File: src/rtl/posit_add_pkg.sv
// Shared widths, stage-register layouts and scale helper for the pipelined posit adder.
// POSIT_ADD_STICKY_EN widens the datapath with guard bits and a sticky LSB.
package posit_add_pkg;

  localparam int N   = 8;
  localparam int ES  = 3;
  localparam int RS  = $clog2(N);
  localparam int MW  = N - ES + 3;
  localparam int SW  = ES + RS + 2;
  localparam int SXW = SW + 1;
  localparam int GW  = 2;
  localparam int RGW = RS + 2;
  localparam int SHW = $clog2(MW + 3);

`ifdef POSIT_ADD_STICKY_EN
  localparam int XW = MW + GW + 1;
`else
  localparam int XW = MW;
`endif

  localparam int LZW = $clog2(XW + 1);

  typedef struct packed {
    logic          sign;
    logic          op_sub;
    logic [SW-1:0] lscale;
    logic [SW-1:0] diff;
    logic [MW-1:0] lm;
    logic [MW-1:0] sm;
  } s1_t;

  typedef struct packed {
    logic          sign;
    logic [SW-1:0] lscale;
    logic [XW:0]   sum;
  } s2_t;

  // Combined scale regime*2^ES + exp, sign-extended to SW bits.
  function automatic logic [SW-1:0] to_scale(input logic [RS:0] regime, input logic [ES-1:0] exp);
    return {regime[RS], regime, exp};
  endfunction

endpackage

File: src/rtl/posit_add_pipe_if.sv
// Operand/result stream between posit decoder, adder core and encoder.
// The slave modport is the adder side; master is the producer/consumer side.
interface posit_add_pipe_if;
  import posit_add_pkg::*;

  logic           in_valid;
  logic           in_ready;
  logic           a_sign, b_sign;
  logic [RS:0]    a_regime, b_regime;
  logic [ES-1:0]  a_exp, b_exp;
  logic [MW-1:0]  a_mant, b_mant;
  logic [N-2:0]   a_mag, b_mag;
  logic           a_zero, b_zero;

  logic           out_valid;
  logic           out_ready;
  logic           out_sign;
  logic [RGW-1:0] out_regime;
  logic [ES-1:0]  out_exp;
  logic [MW-1:0]  out_mant;
  logic           out_zero;
  logic           out_sticky;

  modport slave (
    input  in_valid, a_sign, b_sign, a_regime, b_regime, a_exp, b_exp,
           a_mant, b_mant, a_mag, b_mag, a_zero, b_zero, out_ready,
    output in_ready, out_valid, out_sign, out_regime, out_exp, out_mant,
           out_zero, out_sticky
  );

  modport master (
    output in_valid, a_sign, b_sign, a_regime, b_regime, a_exp, b_exp,
           a_mant, b_mant, a_mag, b_mag, a_zero, b_zero, out_ready,
    input  in_ready, out_valid, out_sign, out_regime, out_exp, out_mant,
           out_zero, out_sticky
  );

endinterface

File: src/rtl/posit_lod.sv
// Leading-one detector: counts leading zeros of vec_i and flags an all-zero vector.
module posit_lod #(
  parameter int W   = 8,
  parameter int LZW = $clog2(W + 1)
) (
  input  logic [W-1:0]   vec_i,
  output logic [LZW-1:0] lz_o,
  output logic           zero_o
);

  // Scan upward so the highest set bit is the last one to write lz_o.
  always_comb begin
    lz_o = LZW'(W);
    for (int i = 0; i < W; i++) begin
      if (vec_i[i]) lz_o = LZW'(W - 1 - i);
    end
  end

  assign zero_o = ~|vec_i;

endmodule

File: src/rtl/posit_add_pipe.sv
// 3-stage posit adder core: S1 compare/swap, S2 align+add/sub, S3 normalise+regime/exp split.
// Define POSIT_ADD_STICKY_EN to keep guard bits and report out_sticky.
module posit_add_pipe
  import posit_add_pkg::*;
(
  input  logic            clk,
  input  logic            reset,
  posit_add_pipe_if.slave bus
);

  logic s1_valid_q, s2_valid_q, s3_valid_q;
  logic ld1, ld2, ld3;

  assign ld3 = !s3_valid_q || bus.out_ready;
  assign ld2 = !s2_valid_q || ld3;
  assign ld1 = !s1_valid_q || ld2;
  assign bus.in_ready = ld1;

  // ---------------- S1: compare / swap ----------------
  s1_t s1_d, s1_q;
  logic            use_a, both_zero;
  logic [SW-1:0]   a_scale, b_scale, l_scale, s_scale;
  logic signed [SW:0] scale_diff;

  assign a_scale    = to_scale(bus.a_regime, bus.a_exp);
  assign b_scale    = to_scale(bus.b_regime, bus.b_exp);
  assign both_zero  = bus.a_zero && bus.b_zero;
  assign use_a      = bus.b_zero || (!bus.a_zero && (bus.a_mag >= bus.b_mag));
  assign l_scale    = use_a ? a_scale : b_scale;
  assign s_scale    = use_a ? b_scale : a_scale;
  assign scale_diff = $signed({l_scale[SW-1], l_scale}) - $signed({s_scale[SW-1], s_scale});

  always_comb begin
    s1_d        = '0;
    s1_d.sign   = both_zero ? 1'b0 : (use_a ? bus.a_sign : bus.b_sign);
    s1_d.op_sub = bus.a_sign ^ bus.b_sign;
    s1_d.lscale = l_scale;
    s1_d.lm     = both_zero ? '0 : (use_a ? bus.a_mant : bus.b_mant);
    // A zero small operand leaves sm=0, so the larger passes through untouched.
    if (!(bus.a_zero || bus.b_zero)) begin
      s1_d.sm   = use_a ? bus.b_mant : bus.a_mant;
      s1_d.diff = scale_diff[SW] ? '0 : scale_diff[SW-1:0];
    end
  end

  // ---------------- S2: align + add/sub ----------------
  s2_t s2_d, s2_q;
  logic [SHW-1:0] shamt;
  logic [XW-1:0]  lm_x, sm_x;
  logic [XW:0]    sum;

  assign shamt = (s1_q.diff > SW'(MW + 2)) ? SHW'(MW + 2) : s1_q.diff[SHW-1:0];

`ifdef POSIT_ADD_STICKY_EN
  localparam int WW = MW + GW;
  logic [WW-1:0] sm_wide, sm_shift, sm_lost;

  always_comb begin
    sm_wide  = {s1_q.sm, {GW{1'b0}}};
    sm_shift = sm_wide >> shamt;
    sm_lost  = sm_wide << (WW - int'(shamt));
    sm_x     = {sm_shift, |sm_lost};
    lm_x     = {s1_q.lm, {(GW + 1){1'b0}}};
  end
`else
  always_comb begin
    sm_x = s1_q.sm >> shamt;
    lm_x = s1_q.lm;
  end
`endif

  assign sum = s1_q.op_sub ? ({1'b0, lm_x} - {1'b0, sm_x}) : ({1'b0, lm_x} + {1'b0, sm_x});

  always_comb begin
    s2_d        = '0;
    s2_d.sign   = s1_q.sign;
    s2_d.lscale = s1_q.lscale;
    s2_d.sum    = sum;
  end

  // ---------------- S3: LOD + normalise + split ----------------
  logic [LZW-1:0] lz;
  logic           low_zero;
  logic [XW-1:0]  norm;
  logic [SXW-1:0] lsx, scale_d;
  logic           sign_d, zero_d;
  logic [RGW-1:0] regime_d;
  logic [ES-1:0]  exp_d;
  logic [MW-1:0]  mant_d;
  logic           sign_q, zero_q;
  logic [RGW-1:0] regime_q;
  logic [ES-1:0]  exp_q;
  logic [MW-1:0]  mant_q;

  posit_lod #(.W(XW), .LZW(LZW)) u_lod (
    .vec_i  (s2_q.sum[XW-1:0]),
    .lz_o   (lz),
    .zero_o (low_zero)
  );

  assign lsx = {s2_q.lscale[SW-1], s2_q.lscale};

`ifdef POSIT_ADD_STICKY_EN
  logic sticky_d, sticky_q;
`endif

  always_comb begin
    norm     = s2_q.sum[XW-1:0] << lz;
    scale_d  = '0;
    sign_d   = 1'b0;
    zero_d   = 1'b0;
    regime_d = '0;
    exp_d    = '0;
    mant_d   = '0;
`ifdef POSIT_ADD_STICKY_EN
    sticky_d = 1'b0;
`endif
    if (s2_q.sum[XW]) begin
      mant_d  = s2_q.sum[XW -: MW];
      scale_d = lsx + SXW'(1);
`ifdef POSIT_ADD_STICKY_EN
      sticky_d = |s2_q.sum[XW-MW:0];
`endif
    end else if (low_zero) begin
      zero_d = 1'b1;
    end else begin
      mant_d  = norm[XW-1 -: MW];
      scale_d = lsx - SXW'(lz);
`ifdef POSIT_ADD_STICKY_EN
      sticky_d = |norm[XW-MW-1:0];
`endif
    end
    if (!zero_d) begin
      sign_d   = s2_q.sign;
      regime_d = RGW'($signed(scale_d) >>> ES);
      exp_d    = scale_d[ES-1:0];
    end
  end

  // ---------------- stage registers ----------------
  always_ff @(posedge clk) begin
    if (reset) begin
      s1_valid_q <= 1'b0;
      s2_valid_q <= 1'b0;
      s3_valid_q <= 1'b0;
      s1_q       <= '0;
      s2_q       <= '0;
      sign_q     <= 1'b0;
      zero_q     <= 1'b0;
      regime_q   <= '0;
      exp_q      <= '0;
      mant_q     <= '0;
`ifdef POSIT_ADD_STICKY_EN
      sticky_q   <= 1'b0;
`endif
    end else begin
      if (ld1) begin
        s1_valid_q <= bus.in_valid;
        if (bus.in_valid) s1_q <= s1_d;
      end
      if (ld2) begin
        s2_valid_q <= s1_valid_q;
        if (s1_valid_q) s2_q <= s2_d;
      end
      if (ld3) begin
        s3_valid_q <= s2_valid_q;
        if (s2_valid_q) begin
          sign_q   <= sign_d;
          zero_q   <= zero_d;
          regime_q <= regime_d;
          exp_q    <= exp_d;
          mant_q   <= mant_d;
`ifdef POSIT_ADD_STICKY_EN
          sticky_q <= sticky_d;
`endif
        end
      end
    end
  end

  assign bus.out_valid  = s3_valid_q;
  assign bus.out_sign   = sign_q;
  assign bus.out_zero   = zero_q;
  assign bus.out_regime = regime_q;
  assign bus.out_exp    = exp_q;
  assign bus.out_mant   = mant_q;
`ifdef POSIT_ADD_STICKY_EN
  assign bus.out_sticky = sticky_q;
`else
  assign bus.out_sticky = 1'b0;
`endif

endmodule

File: src/flat_wrapper.sv
// flat-port wrapper written by rule: the top's interface ports become plain ports
module posit_add_pipe_flat import posit_add_pkg::*;
  (clk, reset, bus_in_valid, bus_a_sign, bus_b_sign, bus_a_regime, bus_b_regime, bus_a_exp, bus_b_exp, bus_a_mant, bus_b_mant, bus_a_mag, bus_b_mag, bus_a_zero, bus_b_zero, bus_out_ready, bus_in_ready, bus_out_valid, bus_out_sign, bus_out_regime, bus_out_exp, bus_out_mant, bus_out_zero, bus_out_sticky);
  posit_add_pipe_if bus_i ();
  input  logic clk;
  input  logic reset;
  input wire logic [$bits(bus_i.in_valid)-1:0] bus_in_valid;
  input wire logic [$bits(bus_i.a_sign)-1:0] bus_a_sign;
  input wire logic [$bits(bus_i.b_sign)-1:0] bus_b_sign;
  input wire logic [$bits(bus_i.a_regime)-1:0] bus_a_regime;
  input wire logic [$bits(bus_i.b_regime)-1:0] bus_b_regime;
  input wire logic [$bits(bus_i.a_exp)-1:0] bus_a_exp;
  input wire logic [$bits(bus_i.b_exp)-1:0] bus_b_exp;
  input wire logic [$bits(bus_i.a_mant)-1:0] bus_a_mant;
  input wire logic [$bits(bus_i.b_mant)-1:0] bus_b_mant;
  input wire logic [$bits(bus_i.a_mag)-1:0] bus_a_mag;
  input wire logic [$bits(bus_i.b_mag)-1:0] bus_b_mag;
  input wire logic [$bits(bus_i.a_zero)-1:0] bus_a_zero;
  input wire logic [$bits(bus_i.b_zero)-1:0] bus_b_zero;
  input wire logic [$bits(bus_i.out_ready)-1:0] bus_out_ready;
  output wire logic [$bits(bus_i.in_ready)-1:0] bus_in_ready;
  output wire logic [$bits(bus_i.out_valid)-1:0] bus_out_valid;
  output wire logic [$bits(bus_i.out_sign)-1:0] bus_out_sign;
  output wire logic [$bits(bus_i.out_regime)-1:0] bus_out_regime;
  output wire logic [$bits(bus_i.out_exp)-1:0] bus_out_exp;
  output wire logic [$bits(bus_i.out_mant)-1:0] bus_out_mant;
  output wire logic [$bits(bus_i.out_zero)-1:0] bus_out_zero;
  output wire logic [$bits(bus_i.out_sticky)-1:0] bus_out_sticky;
  assign bus_i.in_valid = bus_in_valid;
  assign bus_i.a_sign = bus_a_sign;
  assign bus_i.b_sign = bus_b_sign;
  assign bus_i.a_regime = bus_a_regime;
  assign bus_i.b_regime = bus_b_regime;
  assign bus_i.a_exp = bus_a_exp;
  assign bus_i.b_exp = bus_b_exp;
  assign bus_i.a_mant = bus_a_mant;
  assign bus_i.b_mant = bus_b_mant;
  assign bus_i.a_mag = bus_a_mag;
  assign bus_i.b_mag = bus_b_mag;
  assign bus_i.a_zero = bus_a_zero;
  assign bus_i.b_zero = bus_b_zero;
  assign bus_i.out_ready = bus_out_ready;
  assign bus_in_ready = bus_i.in_ready;
  assign bus_out_valid = bus_i.out_valid;
  assign bus_out_sign = bus_i.out_sign;
  assign bus_out_regime = bus_i.out_regime;
  assign bus_out_exp = bus_i.out_exp;
  assign bus_out_mant = bus_i.out_mant;
  assign bus_out_zero = bus_i.out_zero;
  assign bus_out_sticky = bus_i.out_sticky;
  posit_add_pipe u_core (.clk(clk), .reset(reset), .bus(bus_i));
endmodule
File: config.mk
export PLATFORM = sky130hd
export DESIGN_NAME = posit_add_pipe_flat
export DESIGN_NICKNAME = d
export VERILOG_FILES = /design/src/rtl/posit_add_pkg.sv /design/src/rtl/posit_add_pipe_if.sv /design/src/rtl/posit_lod.sv /design/src/rtl/posit_add_pipe.sv /design/src/flat_wrapper.sv
export SDC_FILE = /design/constraint.sdc
export NUM_CORES = 1
export LEC_CHECK = 0
export CAP_MARGIN = 20
export CORE_MARGIN = 2
export CORE_UTILIZATION = 42
export CTS_CLUSTER_DIAMETER = 30
export DETAILED_ROUTE_END_ITERATION = 10
export PLACE_DENSITY = 0.65
export SLEW_MARGIN = 10
export SYNTH_ARGS = -nofsm -noshare
export SYNTH_HDL_FRONTEND = slang
export SYNTH_SLANG_ARGS = --single-unit
export TNS_END_PERCENT = 30
File: constraint.sdc
create_clock -name clk -period 5.7 [get_ports clk]
set_clock_uncertainty 0.15 [all_clocks]
set_input_delay 1.14 -clock clk [delete_from_list [all_inputs] [get_ports clk]]
set_output_delay 1.14 -clock clk [all_outputs]
set_load 0.05 [all_outputs]
==> results of run 1 <==
[state kept, by name, summed over array words and instances, names as in the netlist]
name / cells
u_core.s1_q: 25
u_core.bus.out_zero: 1
u_core.s2_valid_q: 1
u_core.s2_q: 10
u_core.bus.out_regime: 5
u_core.bus.out_mant: 8
u_core.bus.out_valid: 1
u_core.lsx: 7
u_core.bus.out_sign: 1
u_core.bus.out_exp: 3
u_core.lm_x: 8
u_core.s1_valid_q: 1
[path summary, 6_finish.rpt]
kind                                     startpoint                  end  depth (start not counted)
worst max-delay path                u_core.s1_q[20]       u_core.s2_q[8]                         18
worst min register to register  u_core.bus.out_sign  u_core.bus.out_sign                          2
worst max register to register      u_core.s1_q[20]       u_core.s2_q[8]                         18
worst min-delay path            u_core.bus.out_sign  u_core.bus.out_sign                          2
[per-layer routing]
metal	vias up	share of wire, %	global-route usage, %
li1	2443	-	-
met1	2242	48	26.9
met2	128	45	31.1
met3	18	5.1	2.89
met4	0	1.7	7.56
met5	-	0	0
[layout make-up]
type	count	share of cell area, %
well taps	143	2.93
flip-flops and latches	71	23.3
multi-input cells	521	54.1
inverters	34	2.09
clock buffers	12	4.04
repair buffers	77	12.3
clock inverters	4	1.27
[cell usage in the layout, fill, tap and decap left out, types with 18 or more instances in the layout]
cell type,Yosys,final
sky130_fd_sc_hd__a21oi_1,65,65
sky130_fd_sc_hd__inv_1,33,33
sky130_fd_sc_hd__dfxtp_1,71,71
sky130_fd_sc_hd__nand2_1,65,65
sky130_fd_sc_hd__clkdlybuf4s50_1,0,70
sky130_fd_sc_hd__nor2_1,108,108
sky130_fd_sc_hd__nor3_1,18,18
sky130_fd_sc_hd__mux2i_1,37,37
sky130_fd_sc_hd__ha_1,22,22
sky130_fd_sc_hd__o21ai_0,18,18
[worst min-delay path, cell delays in order (launching register included)]
cell                      delay [ns]
sky130_fd_sc_hd__dfxtp_1        0.31
sky130_fd_sc_hd__nand2_1        0.05
sky130_fd_sc_hd__a21oi_1        0.05
[report_power, final]
part | internal, mW | switching [mW] | leakage, nW
combinational | 0.255 | 0.333 | 1.68
sequential | 0.527 | 0.0417 | 0.580
clock | 0.398 | 0.213 | 0.157
[cell families after synthesis]
group           count (synthesis)  share of synthesized area, %
fa+ha+maj                      26                          6.70
simple gates                  264                          24.2
xor+xnor                       22                          3.85
buf+inv                        71                          5.53
flops                          71                          28.4
compound gates                166                          22.5
other cells                     1                        0.0749
mux                            42                          8.75
==> run summary, run 1 <==
The run finished, with violations left. The final reports fail on design-rule violations. The total count of hold-check failures in the final report was 0. The count of TritonRoute iterations in the first routing pass is 8. The total via count in the routed design is around 4800.

In the synthesized netlist the dominant register cell turns out to be sky130_fd_sc_hd__dfxtp_1. The worst setup path is of the flop to flop kind. Walking the worst path, the cells encountered are nor4_1 -> buf_4 -> and3_1 -> mux2i_1 -> mux4_2 -> nand2b_1 -> ha_1 -> nor2_1 -> xor2_1 -> ha_1 -> nor2b_1 -> o21a_1 -> nor2_1 -> o21ai_0 -> o41ai_1 -> mux2i_1 -> nor2_1 -> nor3_1. Once the clock tree was built, the setup fixing pass inserted 0 buffers.

After filler insertion, the fill cell instance count of the layout stands at 1118. The growth of design area from synthesis to finish is 22.1%. The number of placed instances, taps included is 845. The share of the synthesized area in the top cell type is 28.4%. The power per unit of standard cell area came out at 289 mW/mm². The half-perimeter wire length after detailed placement is 9500 µm. With fillers left out, the area of the finished cells amounts to 0.00611 mm².

For this block, the routed nets add up to 12400 µm of wire. The setup check on the worst reg-to-reg path leaves a slack of between 1 and 1.5 ns. The number of vias per cell came out at 5.60. The number of top-level pins came out at 73. No sink is reached through more buffers than the 2 on the longest clock path. The total global-route track usage is 19.6%.

The wire length of the first global-routing pass came out at 20800 µm. The relative slew slack came out at 48.5%. For this design, the slowest cell found on the critical path is sky130_fd_sc_hd__o41ai_1. The root buffer cell is sky130_fd_sc_hd__clkbuf_16. The placeable core region came out at 0.0115 mm².

The antenna cell count came out at 0. The die extent in x is 113 µm. The quantity of I/O buffers inserted on ports is 71. The largest net degree at the start of global routing is 65.

The clock-pin slew on the worst setup and hold paths came out at 0.06 ns. Of the available clock period, the critical path in the final layout requires between 80% and 90%. The hold buffer count at CTS came out at 0.

Among cell families on the critical path, the largest total delay comes from simple AND/OR/NAND/NOR gates. The gate count of the mapped netlist came out at 663. The multi-input combinational cells in the finished layout cover a total of approximately 0.0033 mm². The startpoint type of the worst setup path is a flop.

The maximum cell stage delay along the critical path came out at 0.55 ns. The synthesized area per cell came out at 7.55 µm². The worst setup slack after layout is 1.07 ns. The final weighted congestion in routability-driven placement is around 0.89. The net count after synthesis is 739. In this run the worst hold path is classified as flop to flop. The total congestion overflow is 0. The highest clock frequency the design can meet came out at 0.216 GHz.

The count of placed standard cells in the final layout, fillers left out is 862. The biggest area consumer among synthesized cells is sky130_fd_sc_hd__dfxtp_1. sky130_fd_sc_hd__nor2_1 is the most common cell in the netlist. Counting I/O delays and the setup requirement, the final critical path takes between 4 and 5 ns. The actual transition at the worst max-transition pin is 0.772 ns. The maximum ir drop on the vdd rail is 162 µV. The die footprint is 0.0128 mm². The post-synthesis sequential element count came out at 71. The share of post-route cells with drive strength above 1 is 5.56%. The static leakage power came out at 2.42 nW. Summing internal, switching and leakage power gives 1.77 mW. The count of flip-flops with a built-in enable after synthesis is 0. Once the floorplan was initialized, standard cells occupied 43.4% of the core. The CTS sink count is 71. The final-layout worst hold slack is 0.300 ns. The initial detailed-routing violation count came out at 415. At the placement stage, the worst setup path has a slack of 1.14 ns. Clock latency on the worst-skew pair, taken at its later pin, is 0.33 ns. The buffer and inverter count on the worst path came out at 1. The H-tree depth reported by CTS is 3. The initial antenna violation count is 0. The post-synth design cell area came out at 0.00500 mm². The end-of-flow core utilization is roughly 53%. The maximum fanout count along the critical path is 11.

In the synthesized netlist, the cells that appear most often are 108 x sky130_fd_sc_hd__nor2_1, 71 x sky130_fd_sc_hd__dfxtp_1, 65 x sky130_fd_sc_hd__a21oi_1, 65 x sky130_fd_sc_hd__nand2_1, 37 x sky130_fd_sc_hd__mux2i_1. STA puts the critical path data arrival time at 4.73 ns. The number of maximum-capacitance constraint violations is 0.

The max-slew violation total from the final report is 0. The instance area at placement is 0.00578 mm². Setup repair after global routing left no endpoint under its margin.

Setup violations remaining at the end of the flow were counted as 0. From bottom edge to top edge, the die measures approximately 110 µm. The share of synthesized registers carrying an async set or reset is 0%.

The number of buffers created by CTS came out at 9. At the worst endpoint, the required time is 5.81 ns. The sequential share of the synthesized area is 28.4%. By instance count, the cell type seen most on the critical path is sky130_fd_sc_hd__nor2_1. The total DRC errors in the routed layout is 1. After synthesis, the cell types taking the most area are sky130_fd_sc_hd__dfxtp_1 28%, sky130_fd_sc_hd__nor2_1 8.1%, sky130_fd_sc_hd__mux2i_1 7.4%. STA classifies the critical path endpoint as a flop.

The site row count came out at 39. The number of warning messages in the yosys log came out at 0. The net count of the finished layout is between 700 and 800. The total negative setup slack came out at 0 ns. In this run, post-CTS repair resized a total of 0 instances. The number of antenna-violating nets in the routed design came out at 0. The number of global-route vias before repair is 4487.

In the final layout, flip-flops and latches occupy ~0.0014 mm². The count of different cell masters after synthesis is 65. TritonCTS built the clock tree.

After detailed routing, the average wire length per cell comes to 14.4 µm.
Note: power is estimated with default switching activity, not from simulation.
==> run 2: changes to the inputs <==
Clock period 5.7 ns to 4.5 ns, I/O delays scaled along.
==> run 2 against run 1 <==
Net effect:
- the flow still finishes with violations (design-rule violations)
- first-iteration DRC count is 12% lower
- global-route usage is 1.4 points higher
- maximum frequency is 9.1% higher
- non-clock buffer count is 4 higher
- worst setup slack worse by 0.82 ns
- sequential share of layout area is 0.17 points lower
- critical path depth is 2 lower
- register-to-register slack worse by 0.82 ns
- via count is 0.29% lower
- clock power is 27% higher
- sequential power is 27% higher
- largest power group unchanged
- highest routed layer unchanged
==> run summary, run 2 (same netlist as run 1, synthesis figures left out) <==
The relative slew slack is 48.7% (+0.21 points). The number of antenna-violating nets in the routed design is 0 (unchanged). The placeable core region came out at 0.0115 mm² (unchanged). The number of top-level pins came out at 73 (unchanged). The cell depth of the worst hold path came out at 2 (unchanged). The total global-route track usage is 21.0% (+1.4 points). The time the final worst path needs with I/O delays and setup is 4.24 ns (-0.385 ns). The buffer and inverter count on the worst path came out at 1 (unchanged). The half-perimeter wire length after detailed placement is 10100 µm (+6.4%). Relative to the synthesized area, the layout overhead comes to 23.2%.

The antenna cell count came out at 0 (unchanged). The number of vias per cell is 5.56 (-0.75%). The worst register-to-register path ends at u_core.s2_q[8]. The static leakage power is 2.45 nW (+1.2%). The largest net degree at the start of global routing came to 39 (-40%).

The wire length of the first global-routing pass was 21800 µm (+4.9%). The routed length per instance came out at 15.2 µm (+5.8%). The startpoint identified for the worst hold timing path is u_core.bus.out_sign.

The total routed wirelength is 13200 µm (+6.3%). The initial standard-cell utilization of the core is 43.4% (unchanged). The number of flip-flops in the largest register is 25 (unchanged). The number of global-route vias before repair is 4534 (+1.0%). The clock latency on the worst-skew pair is 0.34 ns (about the same).

The maximum cell stage delay along the critical path came out at 0.49 ns (-0.06 ns). The data required time at the worst endpoint came out at 4.61 ns (-1.20 ns). The initial antenna violation count came out at 0 (unchanged). The signal on the critical path passes through nor4_2 -> and3_2 -> mux2i_1 -> mux4_2 -> nand2b_1 -> ha_1 -> mux2_2 -> fa_1 -> nor2b_1 -> o21a_1 -> nor2_2 -> o21ai_1 -> o41ai_2 -> buf_4 -> a311o_1 -> nor3_1.

The critical path starts at u_core.s1_q[20]. The total negative setup slack is 0 ns (unchanged). The quantity of I/O buffers inserted on ports is 71 (unchanged). The class of the tightest hold or removal check is flop to flop.

The count of TritonRoute iterations in the first routing pass came out at 7 (-1). The worst-case register-to-register setup slack is 0.26 ns (-0.82 ns). STA classifies the critical path endpoint as a flop. The path depth of the worst reg2reg path is 16 (-2). The y dimension of the die is 113 µm (unchanged). The maximum ir drop on the vdd rail is 169 µV (+4.4%).

The number of maximum-capacitance constraint violations was 0 (unchanged). The highest clock frequency the design can meet came out at 0.236 GHz (+9.1%). The total count of hold-check failures in the final report is 0 (unchanged). The largest registers in the layout are u_core.s1_q (25), u_core.s2_q (10). The total congestion overflow is 0 (unchanged).

The final number of setup-violating endpoints came to 0 (unchanged). The initial detailed-routing violation count came out at 365 (-12%). The checks that failed: design-rule violations. The worst hold path terminates at u_core.bus.out_sign. The power per unit of standard cell area is 366 mW/mm² (+26%). The register with the most flip-flops in the final layout is u_core.s1_q. The number of buffers created by CTS was 9 (unchanged). The CTS sink count is 71 (unchanged).

The worst setup path is launched from a flop. The final weighted congestion in routability-driven placement is 0.909 (+2.2%). The die extent in x is 113 µm (unchanged).

The share of post-route cells with drive strength above 1 is 7.19% (+1.6 points). TritonCTS built the clock tree. The total via count in the routed design came out at 4817 (-0.29%).

The final period utilization came out at 94.3% (+13 points). The final-layout worst hold slack came out at 0.298 ns (-0.00136 ns). The site row count came out at 39 (unchanged). The total DRC errors in the routed layout is 1 (unchanged). The maximum fanout count along the critical path is 3 (-8). The maximum number of buffers from clock root to sink is 2 (unchanged).

The setup path with the least slack is of type flop to flop. The net total in the final layout is 794 (+0.51%). The clock-pin slew on the worst setup and hold paths came out at 0.06 ns (about the same). The H-tree depth reported by CTS came to 3 (unchanged).

The cell at the slowest stage of the critical path is sky130_fd_sc_hd__mux4_2. The run finished, with violations left. The root buffer cell is sky130_fd_sc_hd__clkbuf_16.

On the critical path the largest part of the delay comes from simple AND/OR/NAND/NOR gates. Leaving out fill and tap cells, the most frequent cell in the layout is sky130_fd_sc_hd__nor2_1. Setup repair after global routing left no endpoint under its margin.

The top cell types in the final layout, fill and taps aside, are 107 x sky130_fd_sc_hd__nor2_1, 70 x sky130_fd_sc_hd__clkdlybuf4s50_1, 69 x sky130_fd_sc_hd__dfxtp_1, 65 x sky130_fd_sc_hd__a21oi_1, 65 x sky130_fd_sc_hd__nand2_1. The actual transition at the worst max-transition pin came out at 0.769 ns (-0.00322 ns). The hold buffer count at CTS is 0 (unchanged). The data arrival time of the critical path came out at 4.36 ns (-0.37 ns). The max-slew violation total from the final report is 0 (unchanged). The startpoint of the worst register-to-register path is u_core.s1_q[20].

The die footprint is 0.0128 mm² (unchanged).
==> run 2: cell count changes in the layout (fill, tap and decap cells not counted), sizes merged <==
cell / previous run / this run
buf: 7 / 11
clkinv: 2 / 5
clkbuf: 12 / 9
==> run 2: layer usage <==
metal	vias to the layer above	wire length (µm)	global-route usage, %
met1	2247	6060	27.2
met4	0	195	6.83
li1	2458	-	-
met5	-	0	0
met3	15	499	3.21
met2	97	6430	36.0
==> run 2: tightest hold or removal path, cell delays in order, from the launching register on <==
cell and delay (ns):
sky130_fd_sc_hd__dfxtp_1 0.31, sky130_fd_sc_hd__nand2_1 0.05, sky130_fd_sc_hd__a21oi_1 0.05
==> run 2: worst max-delay path by stage <==
stage / end / slack [ns] / cells past startpoint
6_report: u_core.s2_q[8] / 0.26 / 16
3_3_place_gp: u_core.s2_q[8] / 0.14 / 17
3_5_place_dp: u_core.s2_q[8] / 0.01 / 17
4_1_cts: u_core.s2_q[8] / 0.16 / 17
2_1_floorplan: u_core.s2_q[8] / 0.43 / 18
5_1_grt: u_core.s2_q[8] / 0.04 / 17
==> run 2: area by class of cell <==
type                            instances  area, µm²
Clock buffer                            9        225
Tap cell                              143        179
Timing Repair Buffer                   81        781
Sequential cell                        71       1420
Fill cell                            1126       5350
Multi-Input combinational cell        521       3330
Clock inverter                          7       96.3
Inverter                               34        128
==> run 2: where the power goes <==
group          leakage [nW]  internal [mW]  switching (mW)
logic                  1.71          0.333           0.429
clock network         0.160          0.487           0.286
registers             0.581          0.667          0.0544
==> run 2: timing repair <==
action / CTS / global route
resized for setup: 1 / 7
pin swaps: 0 / 1
endpoints found under the setup margin: 1 / 2
setup buffers: 0 / 1
==> run 2: metrics by stage <==
stage | area (µm²) | setup WS, ns | std cells | utilization (%) | power (mW)
final | 6160 | 0.256 | 866 | 53.5 | 2.26
after global routing | 6160 | 0.0356 | 866 | 53.5 | 2.39
after CTS | 6140 | 0.156 | 865 | 53.3 | 2.26
after detailed placement | 5810 | 0.0115 | 849 | 50.4 | 1.48
after global placement | 5810 | 0.141 | 849 | 50.4 | 1.47
after floorplan | 5000 | 0.431 | 663 | - | 1.28
==> run 3: changes to the inputs <==
Settings changed: REMOVE_ABC_BUFFERS from default to 1.
==> run 3 against run 2 <==
Net effect:
- the run still ends with design-rule violations left
- combinational power rose by 0.9%
- cell count rose by 0.46%
- register-to-register slack got worse by 0.05 ns
- hold slack improved by 0.0042 ns
- flip-flop and latch count did not move
- maximum frequency fell by 1.3%
- worst setup slack got worse by 0.054 ns
- sequential share of layout area fell by 0.059 points
- routed wire length fell by 4.2%
- critical path type unchanged
- critical endpoint unchanged
==> run summary, run 3 (same netlist as run 1, synthesis figures left out) <==
The hold buffer count at CTS was 0 (unchanged). The initial standard-cell utilization of the core is 43.4% (unchanged). The total via count in the routed design came out at 4826 (+0.19%). The max-slew violation total from the final report is 0 (unchanged).

The final period utilization came out at 95.5% (+1.2 points). The die footprint is 0.0128 mm² (unchanged). The half-perimeter wire length after detailed placement is 9690 µm (-4.0%). The H-tree depth reported by CTS was 3 (unchanged). The number of antenna-violating nets in the routed design is 0 (unchanged). The quantity of I/O buffers inserted on ports came to 71 (unchanged). The antenna cell count is 0 (unchanged).

The type of the worst setup path is flop to flop. The maximum ir drop on the vdd rail is 195 µV (+15%). The critical path capture point type is a flop. The instance area at placement is 0.00584 mm² (+0.65%). The highest clock frequency the design can meet is 0.233 GHz (-1.3%). The total congestion overflow is 0 (unchanged). The final non-filler cell area came to 0.00617 mm² (about the same). The static leakage power came out at 2.45 nW (about the same). The maximum fanout count along the critical path came to 3 (unchanged). The growth of design area from synthesis to finish is 23.3% (about the same).

The tree is rooted in a sky130_fd_sc_hd__clkbuf_16. The initial detailed-routing violation count came out at 271 (-26%). The net total in the final layout is 799 (+0.63%). The library cell used most frequently in the layout, excluding fill and tap cells, is sky130_fd_sc_hd__nor2_1. u_core.s1_q holds more flip-flops than any other register.

The number of maximum-capacitance constraint violations was 0 (unchanged). The initial antenna violation count came out at 0 (unchanged). The final weighted congestion in routability-driven placement came to 0.853 (-6.2%). The final number of setup-violating endpoints was 0 (unchanged). The count of TritonRoute iterations in the first routing pass is 7 (unchanged). The total negative setup slack came out at 0 ns (unchanged).

The share of post-route cells with drive strength above 1 is 7.43% (+0.24 points). TritonCTS built the clock tree. The path depth of the worst reg2reg path is 17 (+1). The pre-CTS setup slack came out at 0.253 ns (+0.242 ns). On the critical path, the stage with the largest delay is an instance of sky130_fd_sc_hd__mux4_2. The number of global-route vias before repair came out at 4580 (+1.0%). The largest registers in the layout are u_core.s1_q (25), u_core.s2_q (10). The placeable core region is 0.0115 mm² (unchanged). The clock-pin slew on the worst setup and hold paths is 0.06 ns (about the same). The number of top-level pins is 73 (unchanged). The power per unit of standard cell area is 355 mW/mm² (-2.9%). The maximum number of buffers from clock root to sink came out at 2 (unchanged). The total power came out at 2.19 mW (-2.8%). The routed length per instance came out at 14.5 µm (-4.6%).

The site row count is 39 (unchanged). The total routed wirelength is 12600 µm (-4.2%). The actual transition at the worst max-transition pin came out at 1.06 ns (+0.296 ns). The final reports fail on design-rule violations. The worst setup slack after layout is 0.203 ns (-0.0538 ns). The largest net degree at the start of global routing is 50 (+28%). The wire length of the first global-routing pass is 21300 µm (-2.0%).

The data arrival time of the critical path was 4.41 ns (+0.05 ns). The cell depth of the worst hold path is 2 (unchanged). The number of buffers created by CTS is 9 (unchanged). The number of vias per cell came out at 5.55 (-0.27%). The data required time at the worst endpoint is 4.61 ns (about the same).

The worst-case register-to-register setup slack is 0.20 ns (-0.05 ns). The final-layout worst hold slack came out at 0.303 ns (+0.00421 ns). The CTS sink count came to 71 (unchanged). The total global-route track usage came out at 20.3% (-0.72 points). The number of flip-flops in the largest register is 25 (unchanged). The total count of hold-check failures in the final report is 0 (unchanged). The die extent in x is 113 µm (unchanged). The relative slew slack is 28.9% (-20 points). The most frequent cell on the critical path is sky130_fd_sc_hd__buf_4. The run finished, with violations left.

STA classifies the critical path startpoint as a flop. The total DRC errors in the routed layout is 7 (+6). The class of the tightest hold or removal check is flop to flop. The clock latency on the worst-skew pair came to 0.33 ns (about the same). The time the final worst path needs with I/O delays and setup was 4.30 ns (+0.0538 ns). The library cells used most frequently in the layout, excluding fill and tap cells, are 106 x sky130_fd_sc_hd__nor2_1, 71 x sky130_fd_sc_hd__dfxtp_1, 70 x sky130_fd_sc_hd__clkdlybuf4s50_1, 65 x sky130_fd_sc_hd__a21oi_1, 65 x sky130_fd_sc_hd__nand2_1. The y dimension of the die is 113 µm (unchanged). Walking the worst path, the cells encountered are nor4_2 -> and3_4 -> mux2i_1 -> mux4_2 -> nand2b_1 -> ha_2 -> mux2_2 -> fa_1 -> nor2b_1 -> o21a_1 -> nor2_2 -> o21ai_0 -> o41ai_1 -> buf_4 -> buf_4 -> a311o_1 -> nor3_1. The maximum cell stage delay along the critical path is 0.48 ns (about the same).
-- run 3: worst paths after layout --
kind | start | end
min reg2reg | u_core.s1_q[26] | u_core.lsx[2]
min | u_core.s1_q[26] | u_core.lsx[2]
max reg2reg | u_core.s1_q[23] | u_core.s2_q[8]
max | u_core.s1_q[23] | u_core.s2_q[8]
-- run 3: stage by stage --
step           utilization, %  instances
2_1_floorplan               -        626
6_report                 53.6        870
3_3_place_gp             50.7        854
3_5_place_dp             50.7        854
5_1_grt                  53.6        870
4_1_cts                  53.3        869
-- run 3: power by group --
part	total [mW]	internal [mW]	switching (mW)
Combinational	0.769	0.338	0.431
Sequential	0.720	0.667	0.0523
Clock	0.703	0.441	0.262
Total	2.19	1.45	0.745
-- run 3: critical path: cells and delay by family (launching register included) --
| kind | cells | cell delay [ns] |
|---|---|---|
| and+or+nand+nor | 6 | 1.10 |
| buffers and inverters | 2 | 0.28 |
| muxes | 3 | 0.87 |
| adders and majority gates | 2 | 0.66 |
| AOI/OAI and AO/OA | 4 | 0.82 |
| DFF | 1 | 0.33 |
-- run 3: metal layers --
layer  share of wire (%)  vias up  track usage, %
met2                  49      111            36.1
met5                   0        -               0
met1                  46     2238            24.8
met3                 4.0       15            3.96
met4                 1.5        0            6.10
li1                    -     2462               -
-- run 3: timing repair --
item | CTS | global route
endpoints found under the setup margin | 0 | 1
setup buffers | 0 | 1
gates resized for setup | 0 | 7
-- run 3: area by class of cell --
cell class              instances  area (µm²)
multi-input cells             521        3330
well taps                     143         179
flip-flops and latches         71        1420
clock inverters                 3        43.8
fillers                      1138        5350
clock buffers                  12         246
inverters                      34         128
repair buffers                 86         818
